===== src/rtl/niosii_mem_copy_pkg.sv =====
// Shared constants for the Nios II memory copy/fill master: FSM encoding,
// transfer modes and the Avalon byte-enable pattern.
package niosii_mem_copy_pkg;

  typedef logic [2:0] state_t;

  localparam state_t S_IDLE    = 3'd0;
  localparam state_t S_RD_REQ  = 3'd1;
  localparam state_t S_RD_WAIT = 3'd2;
  localparam state_t S_WR_REQ  = 3'd3;
  localparam state_t S_FINISH  = 3'd4;

  localparam logic MODE_COPY = 1'b0;
  localparam logic MODE_FILL = 1'b1;

  localparam logic [3:0] BE_ALL = 4'hF;

endpackage


===== src/rtl/niosii_wrap_counter.sv =====
// Loadable word-address counter that wraps from DEPTH-1 back to 0.
// Exposes its next value so the owner can register a bus address from it.
module niosii_wrap_counter
  import niosii_mem_copy_pkg::*;
#(
  parameter int ADDR_W = 14,
  parameter int DEPTH  = 12000
) (
  input  logic              clk_i,
  input  logic              rst_i,
  input  logic              load_i,
  input  logic [ADDR_W-1:0] load_val_i,
  input  logic              inc_i,
  output logic [ADDR_W-1:0] count_next_o
);

  logic [ADDR_W-1:0] count_q, count_d;

  always_comb begin
    count_d = count_q;
    if (load_i) begin
      count_d = load_val_i;
    end else if (inc_i) begin
      count_d = (count_q == ADDR_W'(DEPTH - 1)) ? '0 : count_q + 1'b1;
    end
  end

  always_ff @(posedge clk_i) begin
    if (rst_i) begin
      count_q <= '0;
    end else begin
      count_q <= count_d;
    end
  end

  assign count_next_o = count_d;

endmodule


===== src/rtl/niosii_mem_copy_master.sv =====
// Avalon-MM master that copies a word block between two address ranges or
// fills a range with a constant, one outstanding transfer at a time.
module niosii_mem_copy_master
  import niosii_mem_copy_pkg::*;
#(
  parameter int ADDR_W = 14,
  parameter int DEPTH  = 12000
) (
  input  logic              clk,
  input  logic              reset,
  input  logic              start,
  input  logic              mode,
  input  logic [ADDR_W-1:0] src_addr,
  input  logic [ADDR_W-1:0] dst_addr,
  input  logic [ADDR_W-1:0] length,
  input  logic [31:0]       fill_value,
  input  logic              abort,
  output logic              busy,
  output logic              done,
  output logic              aborted,
  output logic [ADDR_W-1:0] words_done,
  output logic [ADDR_W-1:0] avm_address,
  output logic [3:0]        avm_byteenable,
  output logic              avm_read,
  output logic              avm_write,
  output logic [31:0]       avm_writedata,
  input  logic [31:0]       avm_readdata,
  input  logic              avm_readdatavalid,
  input  logic              avm_waitrequest
);

  state_t            state_q, state_d;
  logic              mode_q, mode_d;
  logic [ADDR_W-1:0] rem_q, rem_d;
  logic              abort_pend_q, abort_pend_d;
  logic              aborted_q, aborted_d;
  logic [ADDR_W-1:0] words_q, words_d;
  logic [31:0]       wdata_q, wdata_d;
  logic [ADDR_W-1:0] addr_q, addr_d;
  logic              busy_q, done_q, rd_q, wr_q;

  logic              src_load, dst_load, src_inc, dst_inc;
  logic [ADDR_W-1:0] src_next, dst_next;

  niosii_wrap_counter #(.ADDR_W(ADDR_W), .DEPTH(DEPTH)) u_src_cnt (
    .clk_i        (clk),
    .rst_i        (reset),
    .load_i       (src_load),
    .load_val_i   (src_addr),
    .inc_i        (src_inc),
    .count_next_o (src_next)
  );

  niosii_wrap_counter #(.ADDR_W(ADDR_W), .DEPTH(DEPTH)) u_dst_cnt (
    .clk_i        (clk),
    .rst_i        (reset),
    .load_i       (dst_load),
    .load_val_i   (dst_addr),
    .inc_i        (dst_inc),
    .count_next_o (dst_next)
  );

  always_comb begin
    state_d      = state_q;
    mode_d       = mode_q;
    rem_d        = rem_q;
    abort_pend_d = abort_pend_q;
    aborted_d    = aborted_q;
    words_d      = words_q;
    wdata_d      = wdata_q;
    src_load     = 1'b0;
    dst_load     = 1'b0;
    src_inc      = 1'b0;
    dst_inc      = 1'b0;
    case (state_q)
      S_IDLE: begin
        if (start) begin
          mode_d       = mode;
          rem_d        = length;
          words_d      = '0;
          aborted_d    = 1'b0;
          abort_pend_d = 1'b0;
          src_load     = 1'b1;
          dst_load     = 1'b1;
          if (mode == MODE_FILL) wdata_d = fill_value;
          if (length == '0)            state_d = S_FINISH;
          else if (mode == MODE_FILL)  state_d = S_WR_REQ;
          else                         state_d = S_RD_REQ;
        end
      end
      // An abort seen during the read phase is remembered so the word
      // already being fetched is still written before stopping.
      S_RD_REQ: begin
        if (abort) abort_pend_d = 1'b1;
        if (!avm_waitrequest) state_d = S_RD_WAIT;
      end
      S_RD_WAIT: begin
        if (abort) abort_pend_d = 1'b1;
        if (avm_readdatavalid) begin
          wdata_d = avm_readdata;
          state_d = S_WR_REQ;
        end
      end
      S_WR_REQ: begin
        if (!avm_waitrequest) begin
          words_d = words_q + 1'b1;
          src_inc = 1'b1;
          dst_inc = 1'b1;
          rem_d   = rem_q - 1'b1;
          if (rem_q == ADDR_W'(1)) begin
            state_d = S_FINISH;
          end else if (abort || abort_pend_q) begin
            state_d   = S_FINISH;
            aborted_d = 1'b1;
          end else if (mode_q == MODE_COPY) begin
            state_d = S_RD_REQ;
          end
        end
      end
      S_FINISH: state_d = S_IDLE;
      default:  state_d = S_IDLE;
    endcase
  end

  // The address register follows whichever counter feeds the next request,
  // so it stays put while a request is stalled.
  always_comb begin
    addr_d = addr_q;
    if (state_d == S_RD_REQ)      addr_d = src_next;
    else if (state_d == S_WR_REQ) addr_d = dst_next;
  end

  always_ff @(posedge clk) begin
    if (reset) begin
      state_q      <= S_IDLE;
      mode_q       <= MODE_COPY;
      rem_q        <= '0;
      abort_pend_q <= 1'b0;
      aborted_q    <= 1'b0;
      words_q      <= '0;
      wdata_q      <= '0;
      addr_q       <= '0;
      busy_q       <= 1'b0;
      done_q       <= 1'b0;
      rd_q         <= 1'b0;
      wr_q         <= 1'b0;
    end else begin
      state_q      <= state_d;
      mode_q       <= mode_d;
      rem_q        <= rem_d;
      abort_pend_q <= abort_pend_d;
      aborted_q    <= aborted_d;
      words_q      <= words_d;
      wdata_q      <= wdata_d;
      addr_q       <= addr_d;
      busy_q       <= (state_d == S_RD_REQ) || (state_d == S_RD_WAIT) ||
                      (state_d == S_WR_REQ);
      done_q       <= (state_d == S_FINISH);
      rd_q         <= (state_d == S_RD_REQ);
      wr_q         <= (state_d == S_WR_REQ);
    end
  end

  assign busy           = busy_q;
  assign done           = done_q;
  assign aborted        = aborted_q;
  assign words_done     = words_q;
  assign avm_address    = addr_q;
  assign avm_byteenable = BE_ALL;
  assign avm_read       = rd_q;
  assign avm_write      = wr_q;
  assign avm_writedata  = wdata_q;

endmodule


===== config.mk =====
export PLATFORM = sky130hd
export DESIGN_NAME = niosii_mem_copy_master
export DESIGN_NICKNAME = d
export VERILOG_FILES = /design/src/rtl/niosii_mem_copy_pkg.sv /design/src/rtl/niosii_wrap_counter.sv /design/src/rtl/niosii_mem_copy_master.sv
export SDC_FILE = /design/constraint.sdc
export NUM_CORES = 1
export LEC_CHECK = 0
export CELL_PAD_IN_SITES_DETAIL_PLACEMENT = 0
export CELL_PAD_IN_SITES_GLOBAL_PLACEMENT = 1
export CORE_ASPECT_RATIO = 1.75
export CORE_MARGIN = 4
export CORE_UTILIZATION = 32
export CTS_CLUSTER_DIAMETER = 150
export CTS_CLUSTER_SIZE = 14
export DETAILED_ROUTE_END_ITERATION = 16
export GPL_TIMING_DRIVEN = 0
export PLACE_DENSITY = 0.82
export SYNTH_ARGS = -nofsm -noshare
export SYNTH_HDL_FRONTEND = slang
export SYNTH_SLANG_ARGS = --single-unit

===== constraint.sdc =====
create_clock -name clk -period 7 [get_ports clk]
set_clock_uncertainty 0.15 [all_clocks]
set_input_delay 1.4 -clock clk [delete_from_list [all_inputs] [get_ports clk]]
set_output_delay 1.4 -clock clk [all_outputs]
set_load 0.01 [all_outputs]

# == Word-level counts from Yosys, hierarchy flattened ==
# Index checks and enable logic that the tools add are counted.
# word_totals
regBits,112
word_cells,89
# op_classes
addsub,4
eq_ne,17
n_mux,39
reduce_logical,15
# op_table
cell,n
two-way mux 14 bit,12
two-way mux 32 bit,3
case mux 32 bit (2 select lines),1
case mux 14 bit (2 select lines),2
adder 14 x 1 -> 14 bit (second input constant),3
equality test 14 bit (second input constant),2
two-way mux 3 bit,8
equality test 14 x 1 -> 1 bit (second input constant),1
zero test 14 bit,1
subtractor 14 x 1 -> 14 bit (second input constant),1
equality test 3 x 2 -> 1 bit (second input constant),4
!= test 2 bit (second input constant),6
case mux 3 bit (4 select lines),1
two-way mux 1 bit,9
nonzero test 2 bit,4
equality test 3 x 1 -> 1 bit (second input constant),2
AND reduction 3 bit,2
AND reduction 5 bit,1
case mux 1 bit (2 select lines),2
AND reduction 4 bit,1
equality test 3 bit (second input constant),1
zero test 3 bit,1
logical OR 1 bit,3
two-way mux 2 bit,1
3 further kinds,3

# == Logic depth before layout (Yosys ltp) ==
# depth
ltp_word,8
ltp_mapped,10
mapped_depth_nobuf,8

# == Modules after synthesis ==
# From an unflattened synthesis, not the netlist that was laid out.
# unflattened
cells_unflattened,718
area_unflattened_um2,6129.6
# by_module_without_submodules
mod,instances,cells_per_inst,area_per_inst_um2,seq_area_each_um2
niosii_mem_copy_master,1,487,4235.3,1681.6
niosii_wrap_counter (u_dst_cnt),1,116,949.7,280.3
niosii_wrap_counter (u_src_cnt),1,115,944.7,280.3

# == Least setup slack after synthesis ==
# Ideal clock, no wire load.
# synth_path
path_type,input port to flip-flop
startpoint,in avm_waitrequest
endpoint,reg addr_q[11] (netlist: avm_address[11])
arrival_ps,2982
required_time_ps,6762
setup_slack_ps,3780
path_stages,7
n_path_buf,1
cell_sequence,nand4bb_1 buf_6 nor4_4 nand3_2 xor2_1 a2111o_1 a311oi_2
# synth_via
elab_chain_cells,6
# synth_lines
element,line_no,source
from (decl),niosii_mem_copy_master.sv:29,input logic avm_waitrequest
two-way mux 1 bit,niosii_mem_copy_master.sv:105,if (!avm_waitrequest) begin
two-way mux 1 bit,niosii_mem_copy_master.sv:75,case (state_q)
two-way mux 14 bit,niosii_wrap_counter.sv:23,end else if (inc_i) begin
two-way mux 14 bit,niosii_wrap_counter.sv:21,if (load_i) begin
two-way mux 14 bit,niosii_mem_copy_master.sv:130,else if (state_d == S_WR_REQ) addr_d = dst_next;
two-way mux 14 bit,niosii_mem_copy_master.sv:129,if (state_d == S_RD_REQ) addr_d = src_next;
to (signal assigned),niosii_mem_copy_master.sv:155,addr_q <= addr_d;
to (decl),niosii_mem_copy_master.sv:39,"logic [ADDR_W-1:0] addr_q, addr_d;"
# Parallel ways exist; a longest one is shown, timed or not. The select of a mux whose other input is x is not followed.
# A chain may end at the register's enable or synchronous reset.

# == Final worst setup path ==
# layout_path
startpoint,in start
endpoint,reg addr_q[1] (netlist: avm_address[1])
# layout_via
elab_chain_cells,5
# layout_lines
element,line_no,source
from (decl),niosii_mem_copy_master.sv:11,"input logic start,"
branches (longest 5 deep; another with two-way mux 14 bit),n/a,
# Several ways; the timed one is not identified. The select of a mux whose other input is x is not followed.

==> metrics.cfg <==
[setup_path]
worst-path-buf-inv = 3
cp_common_cell = clkbuf_1
cp.required_ps = 7050
path_class = in -> reg
crit_fanout = 10
path_depth = 8
crit_slowest_cell = clkbuf_1
arrival_ps = 4150
rr_worst_depth = 8
slowest_delay_ps = 590
end_kind = register
rrSetupSlack_ps = 3950
path_delay_family = buffers and inverters
start_kind = primary input
path_cells = clkdlybuf4s50_1 -> nand2b_1 -> or2_1 -> clkbuf_1 -> clkbuf_1 -> a31oi_1 -> mux2i_1 -> a211oi_1
crit_start = start
r2r-start = rem_q[1]

[clock_tree]
numCtsBuffers = 9
clock_path_buffers = 2
post_cts_resized = 0
cts_sinks = 112
root_buffer = clkbuf_16
clk_pin_slew_ps = 80
hold_buffers = 0
cts_tree = done
postCtsSetupBuffers = 0
worst_skew_pair.late_latency_ps = 360
cts_htree_levels = 3

[finish]
nNetsFinal = 983
drive_above_1_share_pct = 4.37
syn2layout_area_growth_pct = 41.1
fill_cells = 1754
antenna_cells = 0

[min_path]
hold_path.class = reg -> reg
whs_path_depth = 2
hp-start = mode_q

[route]
drt_iter0_drc = 300
vias = 5746
drt_first_pass_iters = 4
dr_wl_met3_um = 1120
ant_nets = 0
wl_met2_um = 11000
detail_route.vias_per_cell = 5.22
wl_um = 20200
met1Wirelength_um = 7140
drcViolationCount = 0
wl_per_cell_um = 18.4
routed.top_layer = met4

[pwr]
pwr-share-clk_pct = 29.1
combPwrFrac_pct = 29.3
seq_power_share_pct = 41.6
finalPower_uw = 1840
p_leak_uw = 0.00279
p_switching_uw = 591
sw_frac_of_total_pct = 32.2
vdd_drop_max_uv = 152
power_density_mw_per_mm2 = 227
p_int_uw = 1240

[timing]
setup_violations = 0
setup_tns_ps = 0
fmax_mhz = 244
whs_ps = 309
final-hold-violation-count = 0
min_period_ps = 4100
rsz0062_at_grt = false
min_period_over_period_pct = 58.6
slew_headroom_pct = 38.7
final_max_slew_viol_count = 0
tightest_slew_ps = 920

[placed_design]
hpwl_um = 15900
gp_congestion = 0.960
portBuffers = 176

[die]
dieArea_mm2 = 0.0202
num_io_pins = 182
placementRows = 64
initial_utilization_pct = 32.7
fp.dieH_um = 185
core_mm2 = 0.0175
die_x_um = 109

[synthesis]
synth_area_mm2 = 0.00574
synth_area_leader_cell = dfxtp_1
async_flop_share_pct = 0
synth_edf_count = 0
yosys.cell_types.count = 71
synth_most_common_cell = dfxtp_1
syn-instance-count = 675
synth_commonest_cells = 112 x dfxtp_1, 96 x nor2_1, 55 x nand2_1
synthTopCellsByArea = dfxtp_1 39%, mux2i_1 7.5%, nor2_1 6.3%
ys.flop_type = dfxtp_1
seq_area_frac_synth_pct = 39.0
ys_ff_latch = 112
yosys.area.top_type_share_pct = 39.0
syn_avg_cell_area_um2 = 8.51
yosysWarnings = 0

[global_route]
grt_pass1_vias = 5852
grt_pass1_wl_um = 31200
grt_max_degree = 19
antenna_found_initial = 0
grt_overflow = 0
track_usage_pct = 20.0

[status]
status = completed

[run]
cap_violations = 0

[worst register-to-register path: stages (launching register included)]
cell and delay, ps:
dfxtp_1 380, inv_1 100, ha_1 180, nor4b_1 140
nand4_1 200, nand4_1 120, a21oi_1 770, clkbuf_1 670
a311oi_2 190
[power by group through the flow]
stage	clock network, µW	registers (µW)	logic, µW
final	533	764	538
after global routing	571	773	588
after detailed placement	0	777	538
after floorplan	0	785	273
after global placement	0	776	536
after CTS	544	763	541
[layout by cell type (no fill, tap or decap), types with 3 or more instances in the layout]
cell	n
o21ai_0	16
o21a_1	3
nand2b_1	3
nor3b_1	5
a311oi_1	4
a211oi_1	45
nor4_2	4
nor4_1	10
nand2_1	55
and2_1	10
ha_1	5
clkbuf_1	34
inv_1	12
clkdlybuf4s50_1	176
conb_1	4
clkbuf_16	9
dfxtp_1	112
a21oi_1	30
o211ai_1	3
o31ai_1	6
o22ai_1	5
mux2i_1	43
or3_1	6
nor3_1	17
buf_4	7
nand3_1	25
a31oi_1	6
buf_2	4
nand4_1	15
nor4b_1	5
nor2_1	96
xnor2_1	18
and3_1	3
xor2_1	16
[cells by family (layout without fill, tap and decap cells)]
kind of cell	after synthesis	in the layout	share of synthesized area, %
buffers and inverters	61	252	4.79
xor gates and xnor gates	34	34	5.19
muxes	43	43	7.50
and+or+nand+nor	273	273	24.5
adders and majority gates	5	5	1.09
DFF	112	112	39.0
AOI/OAI and AO/OA	146	146	17.8
other	1	4	0.0653
[stage by stage]
stage          cell area, µm²  worst slack, ps  cells  utilization (%)
2_1_floorplan            5750             3780    678                -
3_3_place_gp             7800             2540   1085             44.5
3_5_place_dp             7800             2560   1085             44.5
4_1_cts                  8100             2900   1100             46.2
5_1_grt                  8100             2820   1100             46.2
6_report                 8100             2900   1100             46.2
[routing by layer]
| layer | global-route usage, % | up-vias |
|---|---|---|
| li1 | - | 2833 |
| met1 | 19.8 | 2685 |
| met2 | 38.2 | 174 |
| met3 | 4.08 | 54 |
| met4 | 10.0 | 0 |
| met5 | 0 | - |
[worst paths after layout]
kind / endpoint
worst max register to register: avm_address[11]
worst min-delay path: mode_q
worst max-delay path: avm_address[1]
worst min register to register: mode_q
[cell type report]
| cell class | count | area, µm² | share of cell area, % |
|---|---|---|---|
| Clock inverter | 5 | 66.3 | 0.819 |
| Tap cell | 231 | 289 | 3.57 |
| Clock buffer | 10 | 229 | 2.83 |
| Inverter | 13 | 48.8 | 0.603 |
| Multi-Input combinational cell | 505 | 3240 | 40.0 |
| Buffer | 48 | 226 | 2.80 |
| Timing Repair Buffer | 176 | 1760 | 21.8 |
| Sequential cell | 112 | 2240 | 27.7 |
[flip-flops by register name, summed over array words and instances (netlist names), 3 cells and up]
| name | count |
|---|---|
| rem_q | 14 |
| words_done | 14 |
| u_src_cnt.count_q | 14 |
| u_dst_cnt.count_q | 14 |
| state_q | 3 |
| avm_writedata | 32 |
| avm_address | 14 |
Note: power is estimated with default switching activity, not from simulation.
